--- src/rtl/trap_ctrl_pkg.sv ---
// Shared constants for the machine-mode trap controller: cause codes, mtvec modes,
// FSM encoding and the trap-vector helper.
package trap_ctrl_pkg;

  localparam logic [3:0] EXC_INSTR_MISALIGNED = 4'd0;
  localparam logic [3:0] EXC_INSTR_ACCESS     = 4'd1;
  localparam logic [3:0] EXC_ILLEGAL_INSTR    = 4'd2;
  localparam logic [3:0] EXC_BREAKPOINT       = 4'd3;
  localparam logic [3:0] EXC_LOAD_MISALIGNED  = 4'd4;
  localparam logic [3:0] EXC_LOAD_ACCESS      = 4'd5;
  localparam logic [3:0] EXC_STORE_MISALIGNED = 4'd6;
  localparam logic [3:0] EXC_STORE_ACCESS     = 4'd7;
  localparam logic [3:0] EXC_ECALL_M          = 4'd11;

  localparam logic [3:0] INT_MSI = 4'd3;
  localparam logic [3:0] INT_MTI = 4'd7;
  localparam logic [3:0] INT_MEI = 4'd11;

  localparam logic [1:0] MTVEC_DIRECT   = 2'd0;
  localparam logic [1:0] MTVEC_VECTORED = 2'd1;

  typedef enum logic [1:0] {
    StIdle,
    StTrap,
    StMret,
    StWaitAck
  } trap_state_e;

  // Only interrupts use the vectored offset; modes 2 and 3 fall back to direct.
  function automatic logic [31:0] trap_target(logic [31:0] mtvec, logic is_irq,
                                              logic [3:0] code);
    logic [31:0] base;
    base = {mtvec[31:2], 2'b00};
    if (is_irq && (mtvec[1:0] == MTVEC_VECTORED)) begin
      return base + {26'd0, code, 2'b00};
    end
    return base;
  endfunction

endpackage

--- src/rtl/trap_ctrl_irq_sync.sv ---
// Two-flop level synchronizer for one interrupt line; Enable=0 passes the input through.
module trap_ctrl_irq_sync #(
  parameter bit Enable = 1'b1
) (
  input  logic clk_i,
  input  logic rst_i,
  input  logic d_i,
  output logic q_o
);

  if (Enable) begin : g_sync
    logic meta_q, sync_q;

    always_ff @(posedge clk_i) begin
      if (rst_i) begin
        meta_q <= 1'b0;
        sync_q <= 1'b0;
      end else begin
        meta_q <= d_i;
        sync_q <= meta_q;
      end
    end

    assign q_o = sync_q;
  end else begin : g_bypass
    logic unused_clk_rst;
    assign unused_clk_rst = clk_i ^ rst_i;
    assign q_o = d_i;
  end

endmodule

--- src/rtl/trap_ctrl.sv ---
// Machine-mode trap controller: arbitrates exceptions and interrupts at the commit boundary,
// redirects fetch and strobes the CSR unit for trap entry and MRET.
module trap_ctrl
  import trap_ctrl_pkg::*;
#(
  parameter bit          SYNC_IRQ = 1'b1,
  parameter logic [31:0] RESET_PC = 32'h0000_0000
) (
  input  logic        clk_i,
  input  logic        rst_i,
  input  logic        irq_meip_i,
  input  logic        irq_mtip_i,
  input  logic        irq_msip_i,
  input  logic        mstatus_mie_i,
  input  logic        mstatus_mpie_i,
  input  logic [2:0]  mie_i,
  input  logic [31:0] mtvec_i,
  input  logic [31:0] mepc_i,
  input  logic [31:0] pc_i,
  input  logic        commit_valid_i,
  input  logic        exc_valid_i,
  input  logic [3:0]  exc_cause_i,
  input  logic [31:0] exc_tval_i,
  input  logic        mret_i,
  input  logic        redirect_ack_i,
  output logic        redirect_o,
  output logic [31:0] trap_pc_o,
  output logic        csr_trap_we_o,
  output logic [31:0] csr_mepc_o,
  output logic [31:0] csr_mcause_o,
  output logic [31:0] csr_mtval_o,
  output logic        csr_mret_we_o,
  output logic [2:0]  mip_o,
  output logic        busy_o
);

  trap_state_e state_q, state_d;
  logic [31:0] pc_q, pc_d;
  logic [31:0] mepc_q, mepc_d;
  logic [31:0] mcause_q, mcause_d;
  logic [31:0] mtval_q, mtval_d;

  logic [2:0]  irq_raw, irq_sync;
  logic [2:0]  int_pend;
  logic        is_irq;
  logic [3:0]  code;
  logic [31:0] mret_pc;
  logic        redirect, trap_we, mret_we;
  logic [31:0] trap_pc;

  // MPIE restore is performed by the CSR unit itself; mepc[0] is never a valid target bit.
  logic unused_in;
  assign unused_in = mstatus_mpie_i ^ mepc_i[0];

  assign irq_raw = {irq_meip_i, irq_mtip_i, irq_msip_i};

  for (genvar i = 0; i < 3; i++) begin : g_irq
    trap_ctrl_irq_sync #(
      .Enable(SYNC_IRQ)
    ) u_sync (
      .clk_i(clk_i),
      .rst_i(rst_i),
      .d_i  (irq_raw[i]),
      .q_o  (irq_sync[i])
    );
  end

  assign mip_o    = rst_i ? 3'b000 : irq_sync;
  assign int_pend = mip_o & mie_i & {3{mstatus_mie_i}};
  assign mret_pc  = {mepc_i[31:1], 1'b0};

  // Cause selection: exception, then MEI > MSI > MTI.
  always_comb begin
    is_irq = 1'b0;
    code   = 4'd0;
    if (exc_valid_i) begin
      code = exc_cause_i;
    end else if (int_pend[2]) begin
      is_irq = 1'b1;
      code   = INT_MEI;
    end else if (int_pend[0]) begin
      is_irq = 1'b1;
      code   = INT_MSI;
    end else if (int_pend[1]) begin
      is_irq = 1'b1;
      code   = INT_MTI;
    end
  end

  always_comb begin
    state_d  = state_q;
    pc_d     = pc_q;
    mepc_d   = mepc_q;
    mcause_d = mcause_q;
    mtval_d  = mtval_q;
    redirect = 1'b0;
    trap_we  = 1'b0;
    mret_we  = 1'b0;
    trap_pc  = pc_q;

    unique case (state_q)
      StIdle: begin
        if (commit_valid_i) begin
          if (exc_valid_i || (int_pend != 3'b000)) begin
            state_d  = StTrap;
            pc_d     = trap_target(mtvec_i, is_irq, code);
            mepc_d   = pc_i;
            mcause_d = {is_irq, 27'd0, code};
            mtval_d  = is_irq ? 32'd0 : exc_tval_i;
          end else if (mret_i) begin
            state_d = StMret;
          end
        end
      end
      StTrap: begin
        trap_we  = 1'b1;
        redirect = 1'b1;
        state_d  = redirect_ack_i ? StIdle : StWaitAck;
      end
      StMret: begin
        mret_we  = 1'b1;
        redirect = 1'b1;
        trap_pc  = mret_pc;
        pc_d     = mret_pc;
        state_d  = redirect_ack_i ? StIdle : StWaitAck;
      end
      StWaitAck: begin
        redirect = 1'b1;
        if (redirect_ack_i) begin
          state_d = StIdle;
        end
      end
      default: state_d = StIdle;
    endcase
  end

  always_ff @(posedge clk_i) begin
    if (rst_i) begin
      state_q  <= StIdle;
      pc_q     <= RESET_PC;
      mepc_q   <= 32'd0;
      mcause_q <= 32'd0;
      mtval_q  <= 32'd0;
    end else begin
      state_q  <= state_d;
      pc_q     <= pc_d;
      mepc_q   <= mepc_d;
      mcause_q <= mcause_d;
      mtval_q  <= mtval_d;
    end
  end

  // Outputs are forced to their reset values for as long as reset is held.
  assign redirect_o    = redirect & ~rst_i;
  assign csr_trap_we_o = trap_we & ~rst_i;
  assign csr_mret_we_o = mret_we & ~rst_i;
  assign trap_pc_o     = rst_i ? RESET_PC : trap_pc;
  assign csr_mepc_o    = rst_i ? 32'd0 : mepc_q;
  assign csr_mcause_o  = rst_i ? 32'd0 : mcause_q;
  assign csr_mtval_o   = rst_i ? 32'd0 : mtval_q;
  assign busy_o        = ~rst_i & (state_q != StIdle);

endmodule

--- config.mk ---
export PLATFORM = sky130hd
export DESIGN_NAME = trap_ctrl
export DESIGN_NICKNAME = d
export VERILOG_FILES = /design/src/rtl/trap_ctrl_pkg.sv /design/src/rtl/trap_ctrl_irq_sync.sv /design/src/rtl/trap_ctrl.sv
export SDC_FILE = /design/constraint.sdc
export NUM_CORES = 1
export LEC_CHECK = 0
export ABC_AREA = 1
export CORE_AREA = 2 2 150 152
export DETAILED_ROUTE_END_ITERATION = 6
export DIE_AREA = 0 0 152 154
export GPL_TIMING_DRIVEN = 0
export SYNTH_ARGS = -nofsm -noshare
export SYNTH_HDL_FRONTEND = slang
export SYNTH_SLANG_ARGS = --single-unit
export TNS_END_PERCENT = 20
--- constraint.sdc ---
create_clock -name clk_i -period 3.47 [get_ports clk_i]
set_input_delay 0.5205 -clock clk_i [delete_from_list [all_inputs] [get_ports clk_i]]
set_output_delay 0.5205 -clock clk_i [all_outputs]
set_load 0.005 [all_outputs]
==> impl_metrics.toml <==
[route]
vias_per_cell = 4.68
drc_errors = 0
vias = 7485
ant_nets = 0
drt-total-wl_mm = 24.4
first_pass_iters = 5
drt-initial-drc-count = 363
wire_per_inst_um = 15.3

[logic_synthesis]
synth_area_leaders = "dfxtp_1, nand2_1, a21oi_1"
ys_ff_latch = 108
yosysUniqueCellTypes = 37
syn_inst = 1025
yosysTopAreaCellShare_pct = 33.4
netlist_area_um2 = 6480
synthArstFlopShare_pct = 0
synth_edf_count = 0
ys_seq_area_share_pct = 33.4
avgSynthCellArea_um2 = 6.32
synth_flop_cell = "dfxtp_1"
yosysWarnings = 0
synth_top_cell_by_area = "dfxtp_1"

[sta]
hold_ws_ps = 407
setup_viol = 0
tightestPinTransition_ps = 659
setup-tns-final_ps = 0
rsz0062_at_grt = "true"
fmax_mhz = 300
finalCritPeriodShare_pct = 96.2
drv_slew = 0
skew_ps = 12.6
final.min_clock_period_ps = 3340
timing.slew.headroom_pct = 56.0
hold_viol = 0
fin_ws_ps = 133

[setup_path]
path_depth = 7
cp_slowest_stage_delay_ps = 560
worstPathRequired_ps = 2950
reg2regPathDepth = 18
critPathBufInv = 4
cp_common_cell = "clkbuf_1"
end_kind = "primary output"
criticalPathCategory = "flip-flop to primary output"
cp_cell_sequence = "inv_1 -> ha_1 -> clkbuf_1 -> clkbuf_1 -> nand2_1 -> a21oi_1 -> clkdlybuf4s50_1"
cp_max_fo = 10
crit_slowest_cell = "clkdlybuf4s50_1"
cpLargestDelayFamily = "buffers and inverters"
startpoint_type = "flip-flop"
crit_arrival_ps = 2820

[power]
switching_share_pct = 35.1
peakVddDrop_uv = 230
switchingPower_mw = 1.50
seq_power_share_pct = 35.8
power_mw = 4.26
power_leakage_nw = 4.03
internal_power_mw = 2.76
power_density_nw_per_um2 = 437
p_comb_share_pct = 38.6
clkPwrFrac_pct = 25.6

[floorplanning]
die_h_um = 154
io_pins = 281
die_x_um = 152
row_count = 54
coreArea_um2 = 21700
dieArea_um2 = 23400
initial_core_util_pct = 29.9

[global_route]
grt_max_degree = 20
grt_first_pass_wirelength_mm = 37.7
grt_pass1_vias = 6914
antenna_found_initial = 2
grt_overflow = 0
grtUsageTotal_pct = 20.2

[worst_hold_path]
min_path_type = "flip-flop to flip-flop"
min_path_cells = 2

[placed_design]
dp_slack_ps = -261
gp_congestion = 0.860
io_buffers = 249
postPlaceCellArea_um2 = 9430
dpl.hpwl_mm = 19.3
placed_cells = 1581

[cts]
h-tree-depth = 3
clock_path_buffers = 2
numCtsBuffers = 9
hold_buffers = 0
clkTransAtPathRegs_ps = 80
clock_latency_ps = 360
tritoncts = "yes"
root_buffer = "clkbuf_16"
clkSinkCount = 108

[layout]
drive_gt1_share_pct = 6.91
nNetsFinal = 1466
area_growth_pct = 50.4
design_area_um2 = 9750
fin_util_pct = 45.0
fill_cells = 2293
finalNonFillerCells = 1598

[run]
cap_violations = 0

[outcome]
status = "finished, final reports clean"
==> cell usage after synthesis, types with 10 or more instances <==
| library cell | instances |
|---|---|
| clkbuf_1 | 38 |
| dfxtp_1 | 108 |
| o21ai_1 | 25 |
| buf_2 | 10 |
| nand2_1 | 230 |
| o21ai_0 | 70 |
| a22oi_1 | 19 |
| a21oi_1 | 125 |
| nor2_1 | 136 |
| inv_1 | 125 |
| buf_4 | 32 |
| nand3_1 | 35 |
==> registers in the layout, summed over array words and instances (netlist names) <==
signal / count
g_irq.u_sync.q_o: 3
state_q: 2
mcause_q: 5
mepc_q: 32
pc_q: 31
g_irq.u_sync.g_sync.meta_q: 3
mtval_q: 32
==> cells by family after synthesis <==
kind of cell / after synthesis / share of synthesized area (%)
xor gates and xnor gates: 6 / 0.811
AOI/OAI and AO/OA: 249 / 20.3
and+or+nand+nor: 431 / 27.9
DFF: 108 / 33.4
other: 1 / 0.0579
adders and majority gates: 9 / 1.85
buffers and inverters: 221 / 15.7
==> layout by cell type, fill, tap and decap left out, types with 4 or more instances in the layout <==
| master | n |
|---|---|
| a21oi_1 | 125 |
| a22oi_1 | 19 |
| a31oi_1 | 5 |
| buf_2 | 11 |
| buf_4 | 32 |
| buf_6 | 7 |
| clkbuf_1 | 34 |
| clkbuf_16 | 9 |
| clkdlybuf4s50_1 | 249 |
| conb_1 | 28 |
| dfxtp_1 | 108 |
| ha_1 | 8 |
| inv_1 | 124 |
| inv_2 | 5 |
| nand2_1 | 230 |
| nand3_1 | 35 |
| nand3b_1 | 7 |
| nand4_1 | 6 |
| nor2_1 | 135 |
| nor2_4 | 4 |
| o21ai_0 | 70 |
| o21ai_1 | 25 |
| xor2_1 | 5 |
==> layout make-up <==
cell class | count | area (um2) | area share, %
plain buffers | 89 | 524 | 5.38
repair buffers | 249 | 2490 | 25.6
clock inverters | 6 | 82.6 | 0.847
well taps | 280 | 350 | 3.59
diodes | 2 | 5.00 | 0.0513
inverters | 131 | 497 | 5.09
clock buffers | 10 | 229 | 2.35
multi-input cells | 723 | 3410 | 34.9
flip-flops and latches | 108 | 2160 | 22.2
==> repair_timing <==
action,CTS,global route
gates resized for setup,2,7
endpoints found under the setup margin,20,18
buffers inserted,0,0
==> routing by layer <==
metal  vias to the layer above  share of wire [%]  track usage, %
met2                       275                 46            32.9
met4                         0                2.3            5.70
met5                         -                  0               0
li1                       3777                  -               -
met1                      3403                 45            27.0
met3                        30                6.4            4.45
==> worst register-to-register path, cell delays in order (launching register included) <==
cell and delay [ps]:
dfxtp_1 310, inv_1 60, nor2_4 100, nand2_2 110, nand3_2 130, nand2_1 130, nand2_1 140, ha_1 190
inv_1 60, fa_1 460, nor2_1 180, nor2_1 130, nor2_2 240, nand3_1 110, nand2_1 80, nand2_1 40
o21ai_0 130, nand2_1 90, a21oi_1 150
==> power by group through the flow <==
stage | Combinational (mW) | Clock (mW) | Sequential, mW
after floorplan | 0.887 | 0 | 1.53
after global placement | 1.63 | 0 | 1.55
after detailed placement | 1.63 | 0 | 1.55
after CTS | 1.64 | 1.12 | 1.52
after global routing | 1.83 | 1.18 | 1.55
final | 1.64 | 1.09 | 1.53
==> path summary, 6_finish.rpt <==
path,slack (ps),from,end
setup / recovery,130,state_q[0]$_SDFFE_PP0P_,trap_pc_o[8]
hold / removal,410,g_irq[0].u_sync.g_sync.meta_q$_SDFF_PP0_,g_irq[0].u_sync.q_o$_SDFF_PP0_
setup reg to reg,590,g_irq[0].u_sync.q_o$_SDFF_PP0_,pc_q[24]$_SDFFE_PP0P_
hold reg to reg,410,g_irq[0].u_sync.g_sync.meta_q$_SDFF_PP0_,g_irq[0].u_sync.q_o$_SDFF_PP0_
No activity file was read; power rests on OpenSTA's default activity.
==> patch 1 (same settings) <==
The parameter `SYNC_IRQ` goes from 1'b1 to 1'b0.
--- a/src/rtl/trap_ctrl.sv
+++ b/src/rtl/trap_ctrl.sv
@@ -5,3 +5,3 @@
 #(
-  parameter bit          SYNC_IRQ = 1'b1,
+  parameter bit          SYNC_IRQ = 1'b0,
   parameter logic [31:0] RESET_PC = 32'h0000_0000
Formal check against the unedited RTL: not equivalent (Yosys sat finds a counterexample within 4 cycles, from zero or initial values and one cycle with rst_i high).
==> patch 1 against the original RTL <==
  * Cell area fell by 0.74%
  * Area after synthesis is 0.73% lower
  * Sequential power down 4%
  * Sequential cell count is 6 lower
  * Total power fell by 0.36%
  * Routed wire length rose by 2.1%
  * Register-to-register slack improved by 0.85 ns
  * Critical path depth rose by 1
  * Clock power fell by 6%
  * Hold slack better by 0.045 ns
  * Global-route usage increased by 0.62 points
  * Via count fell by 0.61%
  * Setup slack improved by 0.068 ns
  * Largest cell class unchanged
==> patch 1: results (changes against the original RTL) <==
* Vias at 7,439 (-0.61%)
* Switch Pwr at 1.57 mW (+4.6%)
* Cells after Synth at 1,029 (+0.39%)
* Post-DP HPWL at 19,800 microns (+2.5%)
* Final nets at 1,471 (+0.34%)
* WL/cell at 15.6 microns (+1.8%)
* Worst relative slew slack at 0.536 (-0.0241)
* Clk Latency, worst-skew pair at 0.36 ns (about the same)
* Drt via density at 4.64 (-0.86%)
* First-pass GRT wire length at 38,600 microns (+2.4%)
* Seq/Total Area, Yosys at 0.317 (-0.0162)
* Outcome: completed
* M1 GR Usage at 0.271 (+0.00123)
* GPL Wtd Cong at 0.903 (+5.1%)
* Largest cells by area after synthesis: dfxtp_1 32%, nand2_1 15%, a21oi_1 9.5%
* Placed Cells at 1,585 (+0.25%)
* Pleak at 4.07 nW (+1.1%)
* Adder-Cell Fraction of Synth Area at 0.0187 (+0.000137)
* Vias in the first global route at 6,936 (+0.32%)
* Crit path DAT at 2.75 ns (-0.07 ns)
* Metal-1 WL at 11,300 microns (+2.9%)
* Metal3 WL at 1460 microns (-7.3%)
* Met2 wire len at 11,700 microns (+3.9%)
* Post-synth cell types at 41 (+11%)
* Total Routing Usage GR at 0.208 (+0.00617)
* HP Class: reg2reg
* Placed Area at 9380 sq um (-0.50%)
* Met2 Track Usage GR at 0.354 (+0.0251)
* Post-cts resize count at 1 (-1)
* Post-Synth XOR/XNOR Area at 0.00953 (+0.00142)
* Iter 0 DRT Violations at 428 (+18%)
* Synth Area in Compound Gates at 0.201 (-0.00278)
* Top cells by count, synth: 258 x nand2_1, 130 x nor2_1, 122 x a21oi_1, 118 x inv_1, 102 x dfxtp_1
* Share of cells above drive strength 1 at 0.0696 (+0.000495)
* Peak VDD IR at 225 uV (-2.2%)
* Initial antenna violation count at 1 (-1)
* GRT met3 Usage at 0.0392 (-0.00536)
* Clk. pwr at 1.02 mW (-6%)
* Total power draw at 4.25 mW (-0.36%)
## patch 1: cell type report
type	instances	area [sq um]
inverters	125	469
plain buffers	89	533
clock inverters	7	67.6
repair buffers	249	2490
diodes	1	2.50
well taps	280	350
flip-flops and latches	102	2040
fillers	2294	12000
clock buffers	9	225
multi-input cells	740	3490
## patch 1: path summary, 6_finish.rpt
| path | from | to | slack, ns | cells after the start |
|---|---|---|---|---|
| setup reg to reg | state_q[0]$_SDFFE_PP0P_ | pc_q[20]$_SDFFE_PP0P_ | 1.44 | 7 |
| setup / recovery | state_q[0]$_SDFFE_PP0P_ | trap_pc_o[8] | 0.20 | 8 |
| hold reg to reg | mepc_q[29]$_SDFFE_PP0P_ | mepc_q[29]$_SDFFE_PP0P_ | 0.45 | 2 |
| hold / removal | mepc_q[29]$_SDFFE_PP0P_ | mepc_q[29]$_SDFFE_PP0P_ | 0.45 | 2 |
==> patch 2 (config.mk and constraints unchanged) <==
Made on the original files. Add an input register stage for `irq_meip_i`, `irq_mtip_i` and `irq_msip_i`, cleared by the reset; this delays them by one clock. The other inputs are not delayed to match.
--- a/src/rtl/trap_ctrl.sv
+++ b/src/rtl/trap_ctrl.sv
@@ -36,2 +36,18 @@
 
+  logic irq_meip_q;
+  logic irq_mtip_q;
+  logic irq_msip_q;
+
+  always_ff @(posedge clk_i) begin
+    if (rst_i) begin
+      irq_meip_q <= '0;
+      irq_mtip_q <= '0;
+      irq_msip_q <= '0;
+    end else begin
+      irq_meip_q <= irq_meip_i;
+      irq_mtip_q <= irq_mtip_i;
+      irq_msip_q <= irq_msip_i;
+    end
+  end
+
   trap_state_e state_q, state_d;
@@ -54,3 +70,3 @@
 
-  assign irq_raw = {irq_meip_i, irq_mtip_i, irq_msip_i};
+  assign irq_raw = {irq_meip_q, irq_mtip_q, irq_msip_q};
 
Check against the original RTL: not equivalent (Yosys sat finds a counterexample within 4 cycles, from zero or initial values and one cycle with rst_i high).
==> patch 2 against the original RTL <==
  * Final cell count grew 0.75%
  * Area after synthesis grew 2.1%
  * First-iteration DRC count increased by 65%
  * Critical path type unchanged
  * Core utilization up 0.50 points
  * Setup slack improved by 0.080 ns
  * Total power fell by 0.73%
  * Highest routed layer unchanged
  * Non-clock buffer count increased by 1
  * Via count grew 1.2%
  * Routed wire length up 2.7%
  * Cell area grew 1.1%
  * Sequential cell count is 3 higher
==> patch 2: results (changes against the original RTL) <==
* Non-clk bufs at 339 (+0.30%)
* Final Core Density at 0.454 (+0.00496)
* Drt via density at 4.71 (+0.47%)
* Adder-Cell Fraction of Synth Area at 0.0181 (-0.000385)
* Metal-1 WL at 11,600 microns (+5.0%)
* Number of multi-input logic gates at 729 (+0.83%)
* M1 GR Usage at 0.282 (+0.0122)
* Worst Hold Path Cells at 2 (unchanged)
* Seq/Total Area, Yosys at 0.336 (+0.00214)
* R2R setup slack at 0.63 ns (+0.04 ns)
* Post-Synth XOR/XNOR Area at 0.00907 (+0.000966)
* Peak VDD IR at 198 uV (-14%)
* Largest cells by area after synthesis: dfxtp_1 34%, nand2_1 13%, a21oi_1 9.3%
* Invs w/o clock at 135 (+3.1%)
* Register area at 2220 sq um (+2.8%)
* Placed Area at 9560 sq um (+1.5%)
* CLK BUF at 9 (-1)
* GRT met3 Usage at 0.0406 (-0.00395)
* Fillers at 2,272 (-0.92%)
* Fin Hold WS at 0.403 ns (-0.00473 ns)
* Outcome: completed
* Layout sequential cell count at 111 (+2.8%)
* Share of cells above drive strength 1 at 0.0684 (-0.000728)
* Pleak at 4.11 nW (+2.1%)
* Worst Skew at 0.00907 ns (-0.00349 ns)
* Crit path DAT at 2.74 ns (-0.08 ns)
* Slack of the critical path at 0.213 ns (+0.0804 ns)
* GPL Wtd Cong at 0.925 (+7.5%)
* Vias in the first global route at 7,022 (+1.6%)
* Iter 0 DRT Violations at 600 (+65%)
* Synth Area in Compound Gates at 0.198 (-0.00517)
* Clock network contribution to total cell area at 0.0296 (-0.00238)
* Clk buf depth at 2 (unchanged)
* Post-synth cell types at 41 (+11%)
* Pre-CTS setup slack at -0.0732 ns (+0.188 ns)
* Placed Cells at 1,594 (+0.82%)
* Multi-input logic area at 3470 sq um (+1.8%)
* Met2 wire len at 11,400 microns (+1.3%)
* H-tree levels at 3 (unchanged)
* Total Routing Usage GR at 0.208 (+0.00623)
* Top cells by count, synth: 230 x nand2_1, 137 x nor2_1, 130 x inv_1, 123 x a21oi_1, 111 x dfxtp_1
* Worst slew pin tran at 0.684 ns (+0.0246 ns)
* Final nets at 1,480 (+0.95%)
* Largest net degree at the start of global routing at 21 (+5.0%)
* ANT cells at 0 (-2)
* Non-clk buf share at 0.306 (-0.00325)
* WL/cell at 15.6 microns (+1.9%)
* First-pass GRT wire length at 38,900 microns (+3.1%)
* CP max stage delay at 0.54 ns (-0.02 ns)
* # setup viols final at 0 (unchanged)
* Vias at 7,577 (+1.2%)
* Metal3 WL at 1600 microns (+1.8%)
* Initial antenna violation count at 1 (-1)
* Post-DP HPWL at 19,900 microns (+2.8%)
* Post-cts resize count at 1 (-1)
* Met2 Track Usage GR at 0.339 (+0.0103)
* Cells after Synth at 1,038 (+1.3%)
## patch 2: cell types whose count changed in the layout (fill, tap and decap cells not counted), moves of 3 or more
cell and delta:
inv_1 +6, clkbuf_1 +3, dfxtp_1 +3, o21ai_0 -3
## patch 2: worst min-delay path: cells and delay by family, from the launching register on
kind	cells	cell delay, ns
DFF	1	0.30
and+or+nand+nor	1	0.03
buffers and inverters	1	0.04
## patch 2: worst paths after layout
path                                             from                             end
min          g_irq[1].u_sync.g_sync.meta_q$_SDFF_PP0_  g_irq[1].u_sync.q_o$_SDFF_PP0_
max                           state_q[0]$_SDFFE_PP0P_                   trap_pc_o[20]
min reg2reg  g_irq[1].u_sync.g_sync.meta_q$_SDFF_PP0_  g_irq[1].u_sync.q_o$_SDFF_PP0_
max reg2reg            g_irq[0].u_sync.q_o$_SDFF_PP0_           pc_q[24]$_SDFFE_PP0P_
## patch 2: report_power, final
group          switching [mW]  internal (mW)  total [mW]
clock network           0.536          0.505        1.04
logic                   0.897          0.734        1.63
registers              0.0822           1.48        1.56
